==> src/rtl/bp_fe_mock_be_if.sv <==
// FE <-> mock backend handshake bundle: fe_queue entries toward the backend, fe_cmd toward the FE.
// master = FE side, slave = mock backend.
interface bp_fe_mock_be_if #(
   parameter int vaddr_width_p = 39,
   parameter int instr_width_p = 32
);
   logic                     fe_queue_v_i;
   logic [vaddr_width_p-1:0] fe_queue_pc_i;
   logic [instr_width_p-1:0] fe_queue_instr_i;
   logic                     fe_queue_exc_i;
   logic                     fe_queue_ready_o;
   logic                     fe_cmd_v_o;
   logic [1:0]               fe_cmd_opcode_o;
   logic [vaddr_width_p-1:0] fe_cmd_pc_o;
   logic                     fe_cmd_yumi_i;

   modport master (
      output fe_queue_v_i, fe_queue_pc_i, fe_queue_instr_i, fe_queue_exc_i, fe_cmd_yumi_i,
      input  fe_queue_ready_o, fe_cmd_v_o, fe_cmd_opcode_o, fe_cmd_pc_o
   );

   modport slave (
      input  fe_queue_v_i, fe_queue_pc_i, fe_queue_instr_i, fe_queue_exc_i, fe_cmd_yumi_i,
      output fe_queue_ready_o, fe_cmd_v_o, fe_cmd_opcode_o, fe_cmd_pc_o
   );
endinterface

==> src/rtl/bp_fe_mock_be.sv <==
// Mock backend: boots the FE, checks the fetched PC stream, injects periodic redirects.
// Optional random backpressure is enabled with `define BP_FE_MOCK_BE_STALL_EN.
module bp_fe_mock_be #(
   parameter int                       vaddr_width_p     = 39,
   parameter int                       instr_width_p     = 32,
   parameter logic [vaddr_width_p-1:0] boot_pc_p         = 'h80000000,
   parameter int                       max_instr_p       = 1024,
   parameter int                       redirect_period_p = 64,
   parameter logic [vaddr_width_p-1:0] redirect_stride_p = 'h100,
   parameter int                       flush_limit_p     = 16,
   parameter int                       cnt_width_p       = 32
) (
   input  logic                     clk_i,
   input  logic                     reset_n_i,
   bp_fe_mock_be_if.slave           fe,
   output logic                     done_o,
   output logic                     fail_o,
   output logic [1:0]               fail_cause_o,
   output logic [vaddr_width_p-1:0] fail_pc_o,
   output logic [cnt_width_p-1:0]   instr_cnt_o,
   output logic [cnt_width_p-1:0]   redirect_cnt_o
);

   typedef logic [vaddr_width_p-1:0] vaddr_t;
   typedef logic [cnt_width_p-1:0]   cnt_t;

   typedef enum logic [2:0] {BOOT, RUN, REDIR, FLUSH, DONE, FAIL} state_e;
   typedef enum logic [1:0] {CAUSE_NONE, CAUSE_EXC, CAUSE_PC, CAUSE_FLUSH} cause_e;

   localparam logic [1:0] opc_state_reset = 2'd1;
   localparam logic [1:0] opc_pc_redirect = 2'd2;

   state_e                   state, state_n;
   cause_e                   cause, cause_n;
   vaddr_t                   exp_pc, exp_pc_n;
   vaddr_t                   fail_pc, fail_pc_n;
   vaddr_t                   redirect_pc;
   cnt_t                     instr_cnt, instr_cnt_n;
   cnt_t                     redirect_cnt, redirect_cnt_n;
   cnt_t                     flush_cnt, flush_cnt_n;
   cnt_t                     period_cnt, period_cnt_n;
   logic [instr_width_p-1:0] last_instr;
   logic                     state_ready, stall_ok, accept, yumi, in_order;
   logic                     cmd_v;
   logic [1:0]               cmd_op;
   vaddr_t                   cmd_pc;

   function automatic cnt_t sat_inc(input cnt_t v);
      return (&v) ? v : v + cnt_t'(1);
   endfunction

`ifdef BP_FE_MOCK_BE_STALL_EN
   logic [15:0] lfsr;

   always_ff @(posedge clk_i or negedge reset_n_i) begin
      if (!reset_n_i) lfsr <= 16'hACE1;
      else            lfsr <= {lfsr[14:0], lfsr[15] ^ lfsr[13] ^ lfsr[12] ^ lfsr[10]};
   end

   assign stall_ok = (lfsr[1:0] != 2'b00);
`else
   assign stall_ok = 1'b1;
`endif

   assign redirect_pc = exp_pc + redirect_stride_p;
   assign state_ready = (state == RUN) || (state == FLUSH);
   assign cmd_v       = (state == BOOT) || (state == REDIR);
   assign cmd_op      = (state == BOOT) ? opc_state_reset : opc_pc_redirect;
   assign cmd_pc      = (state == BOOT) ? boot_pc_p : redirect_pc;

   // Command/ready outputs are forced low while reset is held, not just after the next edge.
   assign fe.fe_queue_ready_o = reset_n_i & state_ready & stall_ok;
   assign fe.fe_cmd_v_o       = reset_n_i & cmd_v;
   assign fe.fe_cmd_opcode_o  = reset_n_i ? cmd_op : 2'b00;
   assign fe.fe_cmd_pc_o      = reset_n_i ? cmd_pc : '0;

   assign accept = fe.fe_queue_v_i & fe.fe_queue_ready_o;
   assign yumi   = fe.fe_cmd_yumi_i & cmd_v;

   // NOTE: every variable gets a default first so no path leaves it unassigned (no latches).
   always_comb begin
      state_n        = state;
      cause_n        = cause;
      exp_pc_n       = exp_pc;
      fail_pc_n      = fail_pc;
      instr_cnt_n    = instr_cnt;
      redirect_cnt_n = redirect_cnt;
      flush_cnt_n    = flush_cnt;
      period_cnt_n   = period_cnt;
      in_order       = 1'b0;

      case (state)
         BOOT: if (yumi) state_n = RUN;
         RUN: begin
            if (accept) begin
               if (fe.fe_queue_exc_i) begin
                  state_n   = FAIL;
                  cause_n   = CAUSE_EXC;
                  fail_pc_n = fe.fe_queue_pc_i;
               end else if (fe.fe_queue_pc_i != exp_pc) begin
                  state_n   = FAIL;
                  cause_n   = CAUSE_PC;
                  fail_pc_n = fe.fe_queue_pc_i;
               end else begin
                  in_order = 1'b1;
               end
            end
         end
         REDIR: begin
            if (yumi) begin
               exp_pc_n       = redirect_pc;
               redirect_cnt_n = sat_inc(redirect_cnt);
               flush_cnt_n    = '0;
               state_n        = FLUSH;
            end
         end
         FLUSH: begin
            if (accept) begin
               if (!fe.fe_queue_exc_i && (fe.fe_queue_pc_i == exp_pc)) begin
                  in_order = 1'b1;
               end else begin
                  flush_cnt_n = sat_inc(flush_cnt);
                  if (flush_cnt_n > cnt_t'(flush_limit_p)) begin
                     state_n   = FAIL;
                     cause_n   = CAUSE_FLUSH;
                     fail_pc_n = fe.fe_queue_pc_i;
                  end
               end
            end
         end
         default: ;
      endcase

      // An in-order entry: DONE wins over a due redirect on the same entry.
      if (in_order) begin
         instr_cnt_n = sat_inc(instr_cnt);
         exp_pc_n    = exp_pc + vaddr_t'(4);
         state_n     = RUN;
         if (instr_cnt_n == cnt_t'(max_instr_p)) begin
            state_n = DONE;
         end else if (redirect_period_p != 0) begin
            if (period_cnt == cnt_t'(redirect_period_p - 1)) begin
               state_n      = REDIR;
               period_cnt_n = '0;
            end else begin
               period_cnt_n = period_cnt + cnt_t'(1);
            end
         end
      end
   end

   // NOTE: state registers use non-blocking assignments so all flops update together at the edge.
   always_ff @(posedge clk_i or negedge reset_n_i) begin
      if (!reset_n_i) begin
         state        <= BOOT;
         cause        <= CAUSE_NONE;
         exp_pc       <= boot_pc_p;
         fail_pc      <= '0;
         instr_cnt    <= '0;
         redirect_cnt <= '0;
         flush_cnt    <= '0;
         period_cnt   <= '0;
         last_instr   <= '0;
      end else begin
         state        <= state_n;
         cause        <= cause_n;
         exp_pc       <= exp_pc_n;
         fail_pc      <= fail_pc_n;
         instr_cnt    <= instr_cnt_n;
         redirect_cnt <= redirect_cnt_n;
         flush_cnt    <= flush_cnt_n;
         period_cnt   <= period_cnt_n;
         if (accept) last_instr <= fe.fe_queue_instr_i;
      end
   end

   assign done_o         = (state == DONE);
   assign fail_o         = (state == FAIL);
   assign fail_cause_o   = cause;
   assign fail_pc_o      = fail_pc;
   assign instr_cnt_o    = instr_cnt;
   assign redirect_cnt_o = redirect_cnt;

endmodule

==> src/flat_wrapper.sv <==
// flat-port wrapper written by rule: the top's interface ports become plain ports
module bp_fe_mock_be_flat 
#(
   parameter int                       vaddr_width_p     = 39,
   parameter int                       instr_width_p     = 32,
   parameter logic [vaddr_width_p-1:0] boot_pc_p         = 'h80000000,
   parameter int                       max_instr_p       = 1024,
   parameter int                       redirect_period_p = 64,
   parameter logic [vaddr_width_p-1:0] redirect_stride_p = 'h100,
   parameter int                       flush_limit_p     = 16,
   parameter int                       cnt_width_p       = 32
)
  (clk_i, reset_n_i, done_o, fail_o, fail_cause_o, fail_pc_o, instr_cnt_o, redirect_cnt_o, fe_fe_queue_v_i, fe_fe_queue_pc_i, fe_fe_queue_instr_i, fe_fe_queue_exc_i, fe_fe_cmd_yumi_i, fe_fe_queue_ready_o, fe_fe_cmd_v_o, fe_fe_cmd_opcode_o, fe_fe_cmd_pc_o);
  bp_fe_mock_be_if #(.vaddr_width_p(vaddr_width_p), .instr_width_p(instr_width_p)) fe_i ();
  input  logic clk_i;
  input  logic reset_n_i;
  output logic done_o;
  output logic fail_o;
  output logic [1:0] fail_cause_o;
  output logic [vaddr_width_p-1:0] fail_pc_o;
  output logic [cnt_width_p-1:0] instr_cnt_o;
  output logic [cnt_width_p-1:0] redirect_cnt_o;
  input wire logic [$bits(fe_i.fe_queue_v_i)-1:0] fe_fe_queue_v_i;
  input wire logic [$bits(fe_i.fe_queue_pc_i)-1:0] fe_fe_queue_pc_i;
  input wire logic [$bits(fe_i.fe_queue_instr_i)-1:0] fe_fe_queue_instr_i;
  input wire logic [$bits(fe_i.fe_queue_exc_i)-1:0] fe_fe_queue_exc_i;
  input wire logic [$bits(fe_i.fe_cmd_yumi_i)-1:0] fe_fe_cmd_yumi_i;
  output wire logic [$bits(fe_i.fe_queue_ready_o)-1:0] fe_fe_queue_ready_o;
  output wire logic [$bits(fe_i.fe_cmd_v_o)-1:0] fe_fe_cmd_v_o;
  output wire logic [$bits(fe_i.fe_cmd_opcode_o)-1:0] fe_fe_cmd_opcode_o;
  output wire logic [$bits(fe_i.fe_cmd_pc_o)-1:0] fe_fe_cmd_pc_o;
  assign fe_i.fe_queue_v_i = fe_fe_queue_v_i;
  assign fe_i.fe_queue_pc_i = fe_fe_queue_pc_i;
  assign fe_i.fe_queue_instr_i = fe_fe_queue_instr_i;
  assign fe_i.fe_queue_exc_i = fe_fe_queue_exc_i;
  assign fe_i.fe_cmd_yumi_i = fe_fe_cmd_yumi_i;
  assign fe_fe_queue_ready_o = fe_i.fe_queue_ready_o;
  assign fe_fe_cmd_v_o = fe_i.fe_cmd_v_o;
  assign fe_fe_cmd_opcode_o = fe_i.fe_cmd_opcode_o;
  assign fe_fe_cmd_pc_o = fe_i.fe_cmd_pc_o;
  bp_fe_mock_be #(.vaddr_width_p(vaddr_width_p), .instr_width_p(instr_width_p), .boot_pc_p(boot_pc_p), .max_instr_p(max_instr_p), .redirect_period_p(redirect_period_p), .redirect_stride_p(redirect_stride_p), .flush_limit_p(flush_limit_p), .cnt_width_p(cnt_width_p)) u_core (.clk_i(clk_i), .reset_n_i(reset_n_i), .fe(fe_i), .done_o(done_o), .fail_o(fail_o), .fail_cause_o(fail_cause_o), .fail_pc_o(fail_pc_o), .instr_cnt_o(instr_cnt_o), .redirect_cnt_o(redirect_cnt_o));
endmodule
==> config.mk <==
export PLATFORM = sky130hd
export DESIGN_NAME = bp_fe_mock_be_flat
export DESIGN_NICKNAME = d
export VERILOG_FILES = /design/src/rtl/bp_fe_mock_be_if.sv /design/src/rtl/bp_fe_mock_be.sv /design/src/flat_wrapper.sv
export SDC_FILE = /design/constraint.sdc
export NUM_CORES = 1
export LEC_CHECK = 0
export ABC_AREA = 0
export BUFFER_PORTS_ARGS = -buffer_cell sky130_fd_sc_hd__buf_2
export CAP_MARGIN = 10
export CORE_UTILIZATION = 42
export CTS_CLUSTER_DIAMETER = 150
export DETAILED_ROUTE_END_ITERATION = 8
export HOLD_SLACK_MARGIN = 0.1
export SKIP_CTS_REPAIR_TIMING = 1
export SLEW_MARGIN = 20
export SYNTH_ARGS = -nofsm -noshare
export SYNTH_HDL_FRONTEND = slang
export SYNTH_SLANG_ARGS = --single-unit
==> constraint.sdc <==
create_clock -name clk_i -period 4.28 [get_ports clk_i]
set_input_delay 1.284 -clock clk_i [delete_from_list [all_inputs] [get_ports clk_i]]
set_output_delay 1.284 -clock clk_i [all_outputs]
set_load 0.01 [all_outputs]
==> results, run 1 <==
- The dominant synthesized flop cell is sky130_fd_sc_hd__dfrtp_1.
- Data on the critical path is required at its endpoint by 3.00 ns.
- The library cell with the highest instance count after synthesis is sky130_fd_sc_hd__dfrtp_1.
- The floorplan step defined a die boundary enclosing 30100 um^2.
- The via count of the first global-routing pass came to 10200.
- The number of antenna diodes in the final layout is 0.
- The overall global routing resource usage is 0.225.
- Across the run, the number of max-cap violations was 0.
- Yosys attributes the largest share of cell area to sky130_fd_sc_hd__dfrtp_1, sky130_fd_sc_hd__xnor2_1, sky130_fd_sc_hd__xor2_1.
- In this run the critical register-to-register path is launched from u_core.instr_cnt_o[10]$_DFFE_PN0N_.
- The switching part of the total is 0.261.
- On the final layout, the worst clock skew is 0.0209 ns.
- The total routed wire length on the met1 layer is between 15000 and 20000 um.
- The count of mapped cells out of synthesis is 1338.
- The count of buffers from port buffering is 191.
- The total clock sinks is 209.
- The setup check on the worst reg-to-reg path leaves a slack of around 0.35 ns.
- The leakage power is about 0.007 uW.
- Setup slack closes at about 0.14 ns.
- The number of antenna violations at the first check in global routing is 0.
- Summed over all nets, the switching power comes to 1330 uW.
- The first global-routing pass estimated 55400 um of wire.
- Dividing the synthesized area by the synthesized cell count gives 9.23 um^2.
- The first detailed-routing pass took 5 iterations.
- The ratio of total power to cell area is 344 nW/um^2.
- In the routed design, unresolved DRC markers number 0.
- The endpoint identified for the worst register-to-register timing path is u_core.period_cnt[3]$_DFFE_PN0P_.
- Routability-driven placement finished with a final weighted congestion of 0.914.
- The routed design uses ~1700 um of met3 wire.
- The capturing instance or port of the critical path is fe_fe_cmd_pc_o[37].
- Along the worst path, the maximum fanout reaches 5.
- During I/O placement, the number of pins put on the boundary was 226.
- The worst setup path startpoint is u_core.exp_pc[18]$_DFFE_PN0P_.
- The final wirelength is 33900 um.
- The run finished with clean final reports.
- The number of max-slew violations in the final report is 0.
- The post-detailed-route count of antenna-violating nets is 0.
- The worst-case IR drop observed on VDD is between 0.2 and 0.3 mV.
- In this run, synthesis inferred 0 flip-flops with an integrated enable.
- Setup violations remaining at the end of the flow were counted as 0.
- The type of the most critical hold path is reg2reg.
- Of the post-synthesis cell area, the dominant cell type holds 0.422.
- The type of element launching the critical path is a flip-flop.
- The core outline area is 28800 um^2.
- The starting density of the core is 0.429.
- Detailed placement finished with a half-perimeter wire length of 24700 um.
- The number of synthesized register bits is around 210.
- The combined area of all synthesized cells is 12300 um^2.
- sky130_fd_sc_hd__dfrtp_1 takes more of the synthesized area than any other cell.
- The vias per cell is between 5 and 6.
- The clock power share is 0.423.
- The number of warnings issued by yosys is 0.
- For this run, the share of the core covered by cells in the final layout is 0.514.
- The number of vias in the routed layout is 10700.
- Entering global routing, the biggest net connects 56 pins.
- Signal routing reaches up to met4.
- The share of the clock period used by the worst path is 0.966.
- Clock-pin slew was measured on the worst setup and hold paths at 0.06 ns.
- The height of the die is 173 um.
- Wire segments on met2 add up to about 16000 um in the final route.
- The layout cell share with drive strength beyond 1 is 0.243.
- Counting I/O delays and the setup requirement, the final critical path takes approximately 4.1 ns.
- The post-placement worst setup slack is 0.144 ns.
- TritonCTS built the clock tree.
- The sequential element share of the synthesized area is 0.424.
- The worst setup path is captured at a primary output.
- At the worst endpoint, the arrival time is 2.85 ns.
- In this run the clock root is driven by a sky130_fd_sc_hd__clkbuf_16.
- The sequential cell fraction of total power is 0.451.
- In this run the core area contains 62 standard-cell rows.
- The upper clock frequency limit is 242 MHz.
- In this run, the number of DRC markers left after iteration 0 of detailed routing was 879.
- In the final design database the tool counted 1604 nets.
- The horizontal die dimension is roughly 170 um.
- The cell depth of the worst flop-to-flop path is 10.
- The total overflow reported by the global router is 0.
- Of all flip-flops after synthesis, the portion carrying an async set or reset was 1.00.
- Cell internal power was estimated by the tool at around 3800 uW.
- The count of endpoints failing hold in the final timing report is 0.
- The actual transition at the worst max-transition pin is 0.786 ns.
- CTS built an H-tree with a depth of 1.
- Of the total power, combinational logic draws 0.125.
- The post-synthesis to final-layout area growth is 19.9%.
- Yosys mapped the design onto 73 distinct sky130hd cell types.
- The clock latency on the worst-skew pair is 0.54 ns.
- In the synthesized netlist, the cells that appear most often are sky130_fd_sc_hd__dfrtp_1, sky130_fd_sc_hd__nor2_1, sky130_fd_sc_hd__nand2_1.
- The routed length per placed instance is 17.6 um.
- The maximum clock insertion buffer count is 3.
- TritonCTS created 26 clock buffers.
- The critical path is of the reg2out type.
- The tightest slew margin relative to the limit is 0.462.
-- how the worst min path moves through the flow --
stage | from | to | depth (start not counted)
2_1_floorplan | u_core.period_cnt[31]$_DFFE_PN0P_ | u_core.period_cnt[31]$_DFFE_PN0P_ | 1
3_3_place_gp | u_core.period_cnt[31]$_DFFE_PN0P_ | u_core.period_cnt[31]$_DFFE_PN0P_ | 1
3_5_place_dp | u_core.period_cnt[31]$_DFFE_PN0P_ | u_core.period_cnt[31]$_DFFE_PN0P_ | 1
4_1_cts | u_core.period_cnt[31]$_DFFE_PN0P_ | u_core.period_cnt[31]$_DFFE_PN0P_ | 1
5_1_grt | u_core.redirect_cnt_o[16]$_DFFE_PN0P_ | u_core.redirect_cnt_o[16]$_DFFE_PN0P_ | 1
6_report | u_core.period_cnt[31]$_DFFE_PN0P_ | u_core.period_cnt[31]$_DFFE_PN0P_ | 1
-- layout by cell type (no fill, tap or decap), types with 7 or more instances in the layout --
| cell | Yosys | routed |
|---|---|---|
| sky130_fd_sc_hd__a2111oi_0 | 7 | 7 |
| sky130_fd_sc_hd__a21oi_1 | 28 | 28 |
| sky130_fd_sc_hd__a31oi_1 | 9 | 9 |
| sky130_fd_sc_hd__and2_1 | 14 | 14 |
| sky130_fd_sc_hd__and3_1 | 47 | 44 |
| sky130_fd_sc_hd__and4_1 | 14 | 13 |
| sky130_fd_sc_hd__buf_2 | 14 | 190 |
| sky130_fd_sc_hd__buf_4 | 6 | 54 |
| sky130_fd_sc_hd__clkbuf_16 | 0 | 26 |
| sky130_fd_sc_hd__dfrtp_1 | 208 | 198 |
| sky130_fd_sc_hd__dfrtp_2 | 0 | 10 |
| sky130_fd_sc_hd__inv_1 | 28 | 28 |
| sky130_fd_sc_hd__mux2_2 | 45 | 45 |
| sky130_fd_sc_hd__mux2i_1 | 7 | 7 |
| sky130_fd_sc_hd__nand2_1 | 117 | 117 |
| sky130_fd_sc_hd__nand2b_1 | 14 | 14 |
| sky130_fd_sc_hd__nand3_1 | 67 | 66 |
| sky130_fd_sc_hd__nand4_1 | 45 | 45 |
| sky130_fd_sc_hd__nor2_1 | 124 | 121 |
| sky130_fd_sc_hd__nor3_1 | 34 | 32 |
| sky130_fd_sc_hd__nor3b_1 | 7 | 7 |
| sky130_fd_sc_hd__nor4_1 | 39 | 39 |
| sky130_fd_sc_hd__o21ai_0 | 48 | 48 |
| sky130_fd_sc_hd__o31ai_1 | 27 | 27 |
| sky130_fd_sc_hd__o41ai_1 | 13 | 13 |
| sky130_fd_sc_hd__or3_1 | 9 | 8 |
| sky130_fd_sc_hd__or4_1 | 9 | 9 |
| sky130_fd_sc_hd__xnor2_1 | 102 | 102 |
| sky130_fd_sc_hd__xor2_1 | 97 | 97 |
-- state kept, by name, indices dropped and copies added, names as in the netlist --
name / count
u_core.fail_pc_o: 39
u_core.exp_pc: 37
u_core.flush_cnt: 32
u_core.instr_cnt_o: 32
u_core.period_cnt: 32
u_core.redirect_cnt_o: 32
u_core.state: 3
u_core.fail_cause_o: 2
-- per-layer routing --
metal,up-vias,GRT usage
li1,5122,-
met1,5210,0.323
met2,286,0.362
met3,44,0.0265
met4,0,0.0520
met5,-,0
-- final cells by class --
cell class                 count  area (um^2)
fill                        2714        14000
multi-input combinational   1010         6710
sequential                   209         5240
timing repair buffer         247         1410
clock buffer                  37          752
tap                          384          480
inverter                      28          105
clock inverter                11          103
-- power by group through the flow --
stage | Sequential (uW) | Clock, uW | Combinational, uW
detailed placement | 2330 | 0 | 648
global route | 2330 | 2310 | 700
CTS | 2300 | 2210 | 650
floorplan | 2400 | 0 | 229
finish | 2300 | 2160 | 639
global placement | 2330 | 0 | 641
-- critical path, cell delays in order (launching register included) --
cell and delay [ns]:
sky130_fd_sc_hd__dfrtp_2 0.42, sky130_fd_sc_hd__nand2_1 0.10, sky130_fd_sc_hd__or3_4 0.43, sky130_fd_sc_hd__nand4bb_4 0.28, sky130_fd_sc_hd__nor2_4 0.14, sky130_fd_sc_hd__and3_4 0.20
sky130_fd_sc_hd__and3_4 0.20, sky130_fd_sc_hd__nand3_1 0.11, sky130_fd_sc_hd__xor2_1 0.17, sky130_fd_sc_hd__nor2_1 0.11, sky130_fd_sc_hd__buf_2 0.15
-- cells by family after synthesis --
| kind of cell | after synthesis | share of synthesized area |
|---|---|---|
| adder cells (fa/ha/maj) | 6 | 0.00608 |
| multiplexers | 53 | 0.0476 |
| buffers and inverters | 120 | 0.0404 |
| AO/OA/AOI/OAI | 181 | 0.0989 |
| AND/OR/NAND/NOR | 569 | 0.242 |
| XOR/XNOR | 199 | 0.141 |
| flip-flops | 209 | 0.424 |
| other | 1 | 0.000304 |
-- metrics by stage --
stage	TNS, ns	instance area (um^2)	instances	hold WS, ns	power (uW)
2_1_floorplan	0	12400	1339	0.443	2630
3_3_place_gp	0	13800	1867	0.463	2970
3_5_place_dp	0	13800	1867	0.469	2980
4_1_cts	-0.701	14600	1915	0.482	5160
5_1_grt	-0.0214	14800	1926	0.502	5340
6_report	0	14800	1926	0.478	5100
(Power assumes the default switching activity.)
==> run 2, diff against run 1 <==
CORE_UTILIZATION = 55   (was 42)
PLACE_DENSITY = 0.79   (was unset)
RECOVER_POWER = 50   (was unset)
==> results, run 2 (same netlist as run 1, synthesis figures left out) <==
- The number of max-cap violations is 2 (+2).
- The upper clock frequency limit is 239 MHz (-0.95%).
- The post-route minimum period was 4.18 ns (+0.0396 ns).
- The maximum number of pins on one net before global-route repair came to 52 (-7.1%).
- The DRC marker count from the first detailed-route iteration is 799 (-9.1%).
- The total overflow reported by the global router is 0 (unchanged).
- The sequential cell area in the final layout is 5240 um^2 (about the same).
- The count of buffers from port buffering is 191 (unchanged).
- The clock power share is 0.409 (-0.014).
- The post-detailed-route count of antenna-violating nets came to 0 (unchanged).
- The clock latency on the worst-skew pair was 0.53 ns (about the same).
- The flow ran to the end, but the final reports show violations.
- The switching part of the total came to 0.264 (+0.00219).
- The layout cell share with drive strength beyond 1 is 0.183 (-0.0596).
- The total clock buffers created by CTS came to 24 (-7.7%).
- The count of endpoints failing hold in the final timing report was 0 (unchanged).
- The number of H-tree levels was 1 (unchanged).
- The area growth from synthesis to layout is 16.6%.
- The I/O pin count is 226 (unchanged).
- The ratio of total power to cell area is 344 nW/um^2 (about the same).
- The leakage power is 0.00651 uW (-5.5%).
- The type of element launching the critical path is a flip-flop.
- The die footprint is 23100 um^2 (-23%).
- The count of final setup violators was 0 (unchanged).
- The area of the multi-input gates was 6720 um^2 (+0.15%).
- The post-placement worst setup slack was -0.0116 ns (-0.156 ns).
- Leaving out fill and tap cells, the most frequent cells in the layout are sky130_fd_sc_hd__dfrtp_1, sky130_fd_sc_hd__nor2_1, sky130_fd_sc_hd__buf_2, sky130_fd_sc_hd__nand2_1, sky130_fd_sc_hd__xnor2_1.
- The horizontal die dimension is 152 um (-12%).
- The type of the most critical hold path is reg2reg.
- The number of vias in the routed layout is 11000 (+2.9%).
- The routability congestion estimate from global placement was 0.947 (+3.6%).
- The power dissipated by switching net loads was 1310 uW (-2.0%).
- The number of flip-flops under the largest register name was 39 (unchanged).
- The overall global routing resource usage came to 0.289 (+0.0640).
- The internal power contribution is 3650 uW (-3.1%).
- The sum of negative setup slack was 0 ns (unchanged).
- The vias per cell is 6.08 (+9.8%).
- The kind of end point of the critical path is a primary output.
- The sequential cell fraction of total power is 0.467 (+0.016).
- The number of antenna violations at the first check in global routing is 0 (unchanged).
- The number of iterations in the first detailed-routing pass is 5 (unchanged).
- The actual transition at the worst max-transition pin is 1.84 ns (+1.06 ns).
- The data required time of the worst path is 3.00 ns (about the same).
- The wire length of the first global-routing pass is 54800 um (-1.1%).
- The worst hold slack is 0.485 ns (+0.00706 ns).
- The final wirelength is 33600 um (-1.0%).
- The starting density of the core is 0.564 (+0.135).
- The maximum resistive drop on vdd was 0.253 mV (-7.8%).
- The number of diodes added for antenna fixing came to 0 (unchanged).
- The core outline area came to 21900 um^2 (-24%).
- The routed length per placed instance is 18.6 um (+5.6%).
- The maximum clock insertion buffer count was 3 (unchanged).
- The tightest slew margin relative to the limit is -0.229 (-0.691).
- The height of the die is 152 um (-12%).
- The placement row count is 54 (-13%).
- The clock tree from TritonCTS is yes.
- The filler cell count in the final layout was 1825 (-33%).
- The total clock sinks is 209 (unchanged).
- The number of max-slew violations in the final report is 63 (+63).
- The number of nets in the layout is 1590 (-0.87%).
- The CTS root buffer is sky130_fd_sc_hd__clkbuf_16.
- The setup slack of the critical path after layout is 0.104 ns (-0.0396 ns).
- The critical path in this run is classified as reg2out.
- The checks that failed: max-capacitance violations, max-slew violations.
- The final routed DRC violation total came to 0 (unchanged).
- The via count of the first global-routing pass was 10400 (+2.2%).
- Leaving out fill and tap cells, the most frequent cell in the layout is sky130_fd_sc_hd__dfrtp_1.
- The utilization after layout is 0.658 (+0.143).
- The post-route clock skew was 0.0265 ns (+0.00559 ns).
- The share of the clock period used by the worst path is 0.976 (+0.00926).
- The critical-path maximum fanout was 6 (+1).
- The arrival time of the worst setup path is 2.89 ns (+0.04 ns).
- The clock transition at the register clock pins on the worst setup and hold paths after CTS came to 0.06 ns (about the same).
- The sum of net half-perimeters after detailed placement is 24200 um (-2.0%).
- The combinational power share came to 0.123 (-0.002).
-- run 2: cell types whose count changed in the layout (fill, tap and decap cells not counted), moves of 2 or more --
| cell | delta |
|---|---|
| sky130_fd_sc_hd__clkbuf_1 | +79 |
| sky130_fd_sc_hd__buf_2 | -70 |
| sky130_fd_sc_hd__clkinvlp_4 | -3 |
| sky130_fd_sc_hd__clkinv_2 | -3 |
| sky130_fd_sc_hd__buf_4 | -19 |
| sky130_fd_sc_hd__clkbuf_16 | -2 |
-- run 2: cell type report --
cell class,count,area share
timing repair buffer,235,0.0828
clock inverter,5,0.00452
clock buffer,38,0.0502
multi-input combinational,1010,0.467
tap,280,0.0243
sequential,209,0.364
inverter,28,0.00730
-- run 2: metal layers --
layer	vias to the layer above	routed length (um)	track usage
li1	5105	-	-
met1	5284	14300	0.401
met2	500	15700	0.455
met3	85	2500	0.0459
met4	0	1110	0.112
met5	-	0	0
-- run 2: path summary, 6_finish.rpt --
kind | startpoint | end | slack, ns | depth (start not counted)
setup / recovery | u_core.exp_pc[8]$_DFFE_PN0P_ | fe_fe_cmd_pc_o[38] | 0.10 | 11
hold / removal | u_core.redirect_cnt_o[13]$_DFFE_PN0P_ | u_core.redirect_cnt_o[13]$_DFFE_PN0P_ | 0.49 | 1
setup reg to reg | u_core.instr_cnt_o[7]$_DFFE_PN0N_ | u_core.period_cnt[9]$_DFFE_PN0P_ | 0.29 | 11
hold reg to reg | u_core.redirect_cnt_o[13]$_DFFE_PN0P_ | u_core.redirect_cnt_o[13]$_DFFE_PN0P_ | 0.49 | 1
max in group asynchronous | reset_n_i | u_core.exp_pc[9]$_DFFE_PN0P_ | 1.49 | 2
min in group asynchronous | reset_n_i | u_core.instr_cnt_o[2]$_DFFE_PN0N_ | 0.63 | 1
-- run 2: through the flow --
| stage | total power, uW | std cells | cell area [um^2] |
|---|---|---|---|
| 2_1_floorplan | 2630 | 1339 | 12400 |
| 3_3_place_gp | 2960 | 1760 | 13600 |
| 3_5_place_dp | 2990 | 1760 | 13600 |
| 4_1_cts | 5030 | 1803 | 14400 |
| 5_1_grt | 5140 | 1805 | 14400 |
| 6_report | 4960 | 1805 | 14400 |
-- run 2: critical path: stages, from the launching register on --
cell and delay (ns):
sky130_fd_sc_hd__dfrtp_2 0.44, sky130_fd_sc_hd__ha_2 0.24, sky130_fd_sc_hd__and3_4 0.23, sky130_fd_sc_hd__nand3_2 0.14, sky130_fd_sc_hd__nor3_4 0.28, sky130_fd_sc_hd__nand3_1 0.16, sky130_fd_sc_hd__nor2_4 0.15, sky130_fd_sc_hd__nand3_2 0.16
sky130_fd_sc_hd__nor3_4 0.23, sky130_fd_sc_hd__xnor2_1 0.15, sky130_fd_sc_hd__nor2_1 0.05, sky130_fd_sc_hd__buf_2 0.15
-- run 2: power by group through the flow --
stage	Sequential, uW	Clock, uW	Combinational (uW)
2_1_floorplan	2400	0	229
3_3_place_gp	2320	0	642
3_5_place_dp	2330	0	659
4_1_cts	2300	2060	665
5_1_grt	2340	2140	662
6_report	2320	2030	611
==> run 3, diff against run 2 <==
ABC_AREA = 1   (was 0)
PLACE_DENSITY = 0.78   (was 0.79)
==> results, run 3 <==
- The run finished, with violations left.
- The final reports fail on max-capacitance violations, max-slew violations.
- The synthesized area divided by synthesized cell count is 6.87 um^2 (-26%).
- The tightest slew margin relative to the limit is -0.384 (-0.155).
- The routed length per placed instance was 16.9 um (-9.3%).
- The horizontal die dimension is 162 um (+6.6%).
- The maximum clock insertion buffer count is 3 (unchanged).
- TritonCTS built the clock tree.
- The switching part of the total is 0.243 (-0.0207).
- The number of distinct library cells after synthesis is 43 (-41%).
- The number of vias in the routed layout was 14300 (+30%).
- The post-detailed-route count of antenna-violating nets is 0 (unchanged).
- The combined area of all synthesized cells is 14100 um^2 (+14%).
- The type of the most critical hold path is reg2reg.
- The core outline area is 25100 um^2 (+15%).
- The number of warnings issued by yosys was 0 (unchanged).
- The number of enable flip-flop cells after synthesis is 0 (unchanged).
- The critical-path maximum fanout is 6 (unchanged).
- The upper clock frequency limit was 239 MHz (-0.39%).
- The total clock buffers created by CTS is 24 (unchanged).
- The endpoint identified for the worst register-to-register timing path is u_core.exp_pc[13]$_DFFE_PN0P_.
- The via count of the first global-routing pass is 13100 (+25%).
- The count of mapped cells out of synthesis is 2046 (+53%).
- The number of max-slew violations in the final report was 147 (+130%).
- The top cell types in the final layout, fill and taps aside, are sky130_fd_sc_hd__nand2_1, sky130_fd_sc_hd__nor2_1, sky130_fd_sc_hd__dfrtp_1, sky130_fd_sc_hd__inv_1, sky130_fd_sc_hd__o21ai_0.
- The share of the clock period used by the worst path is 0.980 (+0.00383).
- The count of endpoints failing hold in the final timing report was 0 (unchanged).
- The post-route minimum period came to 4.19 ns (+0.0164 ns).
- By area the synthesized netlist is led by sky130_fd_sc_hd__dfrtp_1, sky130_fd_sc_hd__nand2_1, sky130_fd_sc_hd__nor2_1.
- The placement row count was 58 (+7.4%).
- The combinational power share is 0.068 (-0.055).
- The portion of synthesized cell area occupied by the leading cell type is 0.370 (-0.0513).
- The final total power is 4450 uW (-10%).
- The total overflow reported by the global router is 0 (unchanged).
- The sum of net half-perimeters after detailed placement is 32600 um (+35%).
- The post-synthesis to final-layout area growth is 12.9%.
- The power dissipated by switching net loads was 1080 uW (-17%).
- The final routed DRC violation total came to 0 (unchanged).
- The actual transition at the worst max-transition pin is 2.08 ns (+0.233 ns).
- The number of antenna violations at the first check in global routing is 2 (+2).
- The clock transition at the register clock pins on the worst setup and hold paths after CTS is 0.06 ns (about the same).
- The capturing instance or port of the critical path is fe_fe_cmd_pc_o[35].
- The ratio of total power to cell area came to 280 nW/um^2 (-19%).
- The filler cell count in the final layout is 2421 (+33%).
- The dominant synthesized flop cell is sky130_fd_sc_hd__dfrtp_1.
- The count of final setup violators is 0 (unchanged).
- The data required time of the worst path came to 3.00 ns (about the same).
- The starting density of the core was 0.560 (-0.00412).
- The routability congestion estimate from global placement is 0.966 (+2.0%).
- The sequential element share of the synthesized area is 0.372 (-0.0516).
- The critical path start-end classification is reg2out.
- The cell type with the largest total area after synthesis is sky130_fd_sc_hd__dfrtp_1.
- The worst hold slack was 0.479 ns (-0.00641 ns).
- The final wirelength is 43200 um (+29%).
- The maximum resistive drop on vdd came to 0.284 mV (+12%).
- The height of the die was 162 um (+6.6%).
- The CTS root buffer is sky130_fd_sc_hd__clkbuf_16.
- The leakage power is 0.00721 uW (+11%).
- The number of nets in the layout is 2293 (+44%).
- The maximum number of pins on one net before global-route repair is 147 (+180%).
- Ranked by instance count, the synthesized netlist is headed by sky130_fd_sc_hd__nand2_1, sky130_fd_sc_hd__nor2_1, sky130_fd_sc_hd__dfrtp_1.
- The layout cell share with drive strength beyond 1 is 0.0799 (-0.103).
- The fraction of registers with async set/reset is 1.00 (unchanged).
- The library cell used most frequently in the layout, excluding fill and tap cells, is sky130_fd_sc_hd__nand2_1.
- The total clock sinks came to 209 (unchanged).
- The die footprint came to 26200 um^2 (+14%).
- The post-route clock skew was 0.0118 ns (-0.0147 ns).
- The sequential cell fraction of total power is 0.464 (-0.003).
- The worst reg-to-reg setup slack is 0.56 ns (+0.27 ns).
- The DRC marker count from the first detailed-route iteration came to 1539 (+93%).
- The arrival time of the worst setup path was 2.91 ns (+0.02 ns).
- The cell depth of the worst flop-to-flop path is 9 (-2).
- The overall global routing resource usage is 0.328 (+0.0390).
- The number of H-tree levels is 1 (unchanged).
- The internal power contribution is 3370 uW (-7.7%).
- The clock power share was 0.469 (+0.060).
- The kind of end point of the critical path is a primary output.
- The clock latency on the worst-skew pair is 0.53 ns (about the same).
- The vias per cell is 5.57 (-8.4%).
- The number of iterations in the first detailed-routing pass was 8 (+3).
- The count of buffers from port buffering is 191 (unchanged).
- The library cell with the highest instance count after synthesis is sky130_fd_sc_hd__nand2_1.
- The number of synthesized register bits is 209 (unchanged).
- The number of max-cap violations is 1 (-1).
- The wire length of the first global-routing pass came to 68200 um (+24%).
- Tracing the worst setup path back leads to its startpoint at u_core.exp_pc[10]$_DFFE_PN0P_.
- The type of element launching the critical path is a flip-flop.
- The start of the worst register-to-register path is u_core.exp_pc[30]$_DFFE_PN0P_.
- The I/O pin count came to 226 (unchanged).
- The number of flip-flops under the largest register name is 39 (unchanged).
[run 3: cell type report]
| cell class | instances | area [um^2] | area share |
|---|---|---|---|
| Multi-Input combinational cell | 1577 | 7720 | 0.487 |
| Clock buffer | 35 | 703 | 0.0443 |
| Tap cell | 330 | 413 | 0.0260 |
| Clock inverter | 9 | 95.1 | 0.00599 |
| Inverter | 190 | 713 | 0.0449 |
| Timing Repair Buffer | 209 | 983 | 0.0620 |
| Sequential cell | 209 | 5230 | 0.330 |
| Antenna cell | 2 | 5.00 | 0.000315 |
[run 3: routing by layer]
metal | wire length [um] | track usage | vias to the layer above
met3 | 3660 | 0.0508 | 92
met4 | 1480 | 0.131 | 0
met5 | 0 | 0 | -
met2 | 19700 | 0.524 | 612
li1 | - | - | 6908
met1 | 18400 | 0.446 | 6658
[run 3: kinds of logic after synthesis]
| family | Yosys count | synth area share |
|---|---|---|
| buffers and inverters | 261 | 0.0802 |
| xor gates and xnor gates | 160 | 0.0997 |
| AOI/OAI and AO/OA | 179 | 0.0673 |
| other | 1 | 0.000267 |
| adders and majority gates | 6 | 0.00534 |
| DFF | 209 | 0.372 |
| and+or+nand+nor | 1230 | 0.375 |
[run 3: power groups by stage]
| stage | combinational (uW) | sequential [uW] | clock [uW] |
|---|---|---|---|
| 2_1_floorplan | 149 | 2080 | 0 |
| 3_3_place_gp | 299 | 2090 | 0 |
| 3_5_place_dp | 304 | 2090 | 0 |
| 4_1_cts | 306 | 2060 | 2120 |
| 5_1_grt | 331 | 2070 | 2190 |
| 6_report | 301 | 2060 | 2090 |
[run 3: worst max-delay path, stage by stage, from the launching register on]
cell and delay [ns]:
sky130_fd_sc_hd__dfrtp_1 0.48, sky130_fd_sc_hd__nand2_1 0.19, sky130_fd_sc_hd__nor2_2 0.22, sky130_fd_sc_hd__inv_1 0.08, sky130_fd_sc_hd__nor2_2 0.23, sky130_fd_sc_hd__inv_1 0.07
sky130_fd_sc_hd__nor2_1 0.27, sky130_fd_sc_hd__nand2_1 0.17, sky130_fd_sc_hd__inv_2 0.12, sky130_fd_sc_hd__nand3_1 0.08, sky130_fd_sc_hd__xor2_1 0.26, sky130_fd_sc_hd__nor2_1 0.07
sky130_fd_sc_hd__buf_2 0.14
[run 3: stage by stage]
stage	setup WS (ns)	TNS (ns)	area (um^2)	instances	util
after detailed placement	0.433	0	15200	2514	0.605
final	0.0875	0	15900	2561	0.632
after global placement	0.444	0	15200	2514	0.605
after CTS	0.0354	0	16000	2558	0.637
after floorplan	0.758	0	14100	2047	-
after global routing	-0.0256	-0.0402	15900	2560	0.632
[run 3: how the worst min path moves through the flow]
stage | to | cells after the start | slack, ns | from
floorplan | u_core.period_cnt[14]$_DFFE_PN0P_ | 2 | 0.46 | u_core.period_cnt[14]$_DFFE_PN0P_
finish | u_core.fail_cause_o[0]$_DFFE_PN0P_ | 2 | 0.48 | u_core.fail_cause_o[0]$_DFFE_PN0P_
detailed placement | u_core.fail_cause_o[0]$_DFFE_PN0P_ | 2 | 0.46 | u_core.fail_cause_o[0]$_DFFE_PN0P_
global placement | u_core.fail_cause_o[0]$_DFFE_PN0P_ | 2 | 0.45 | u_core.fail_cause_o[0]$_DFFE_PN0P_
CTS | u_core.fail_cause_o[0]$_DFFE_PN0P_ | 2 | 0.47 | u_core.fail_cause_o[0]$_DFFE_PN0P_
global route | u_core.fail_cause_o[0]$_DFFE_PN0P_ | 2 | 0.50 | u_core.fail_cause_o[0]$_DFFE_PN0P_
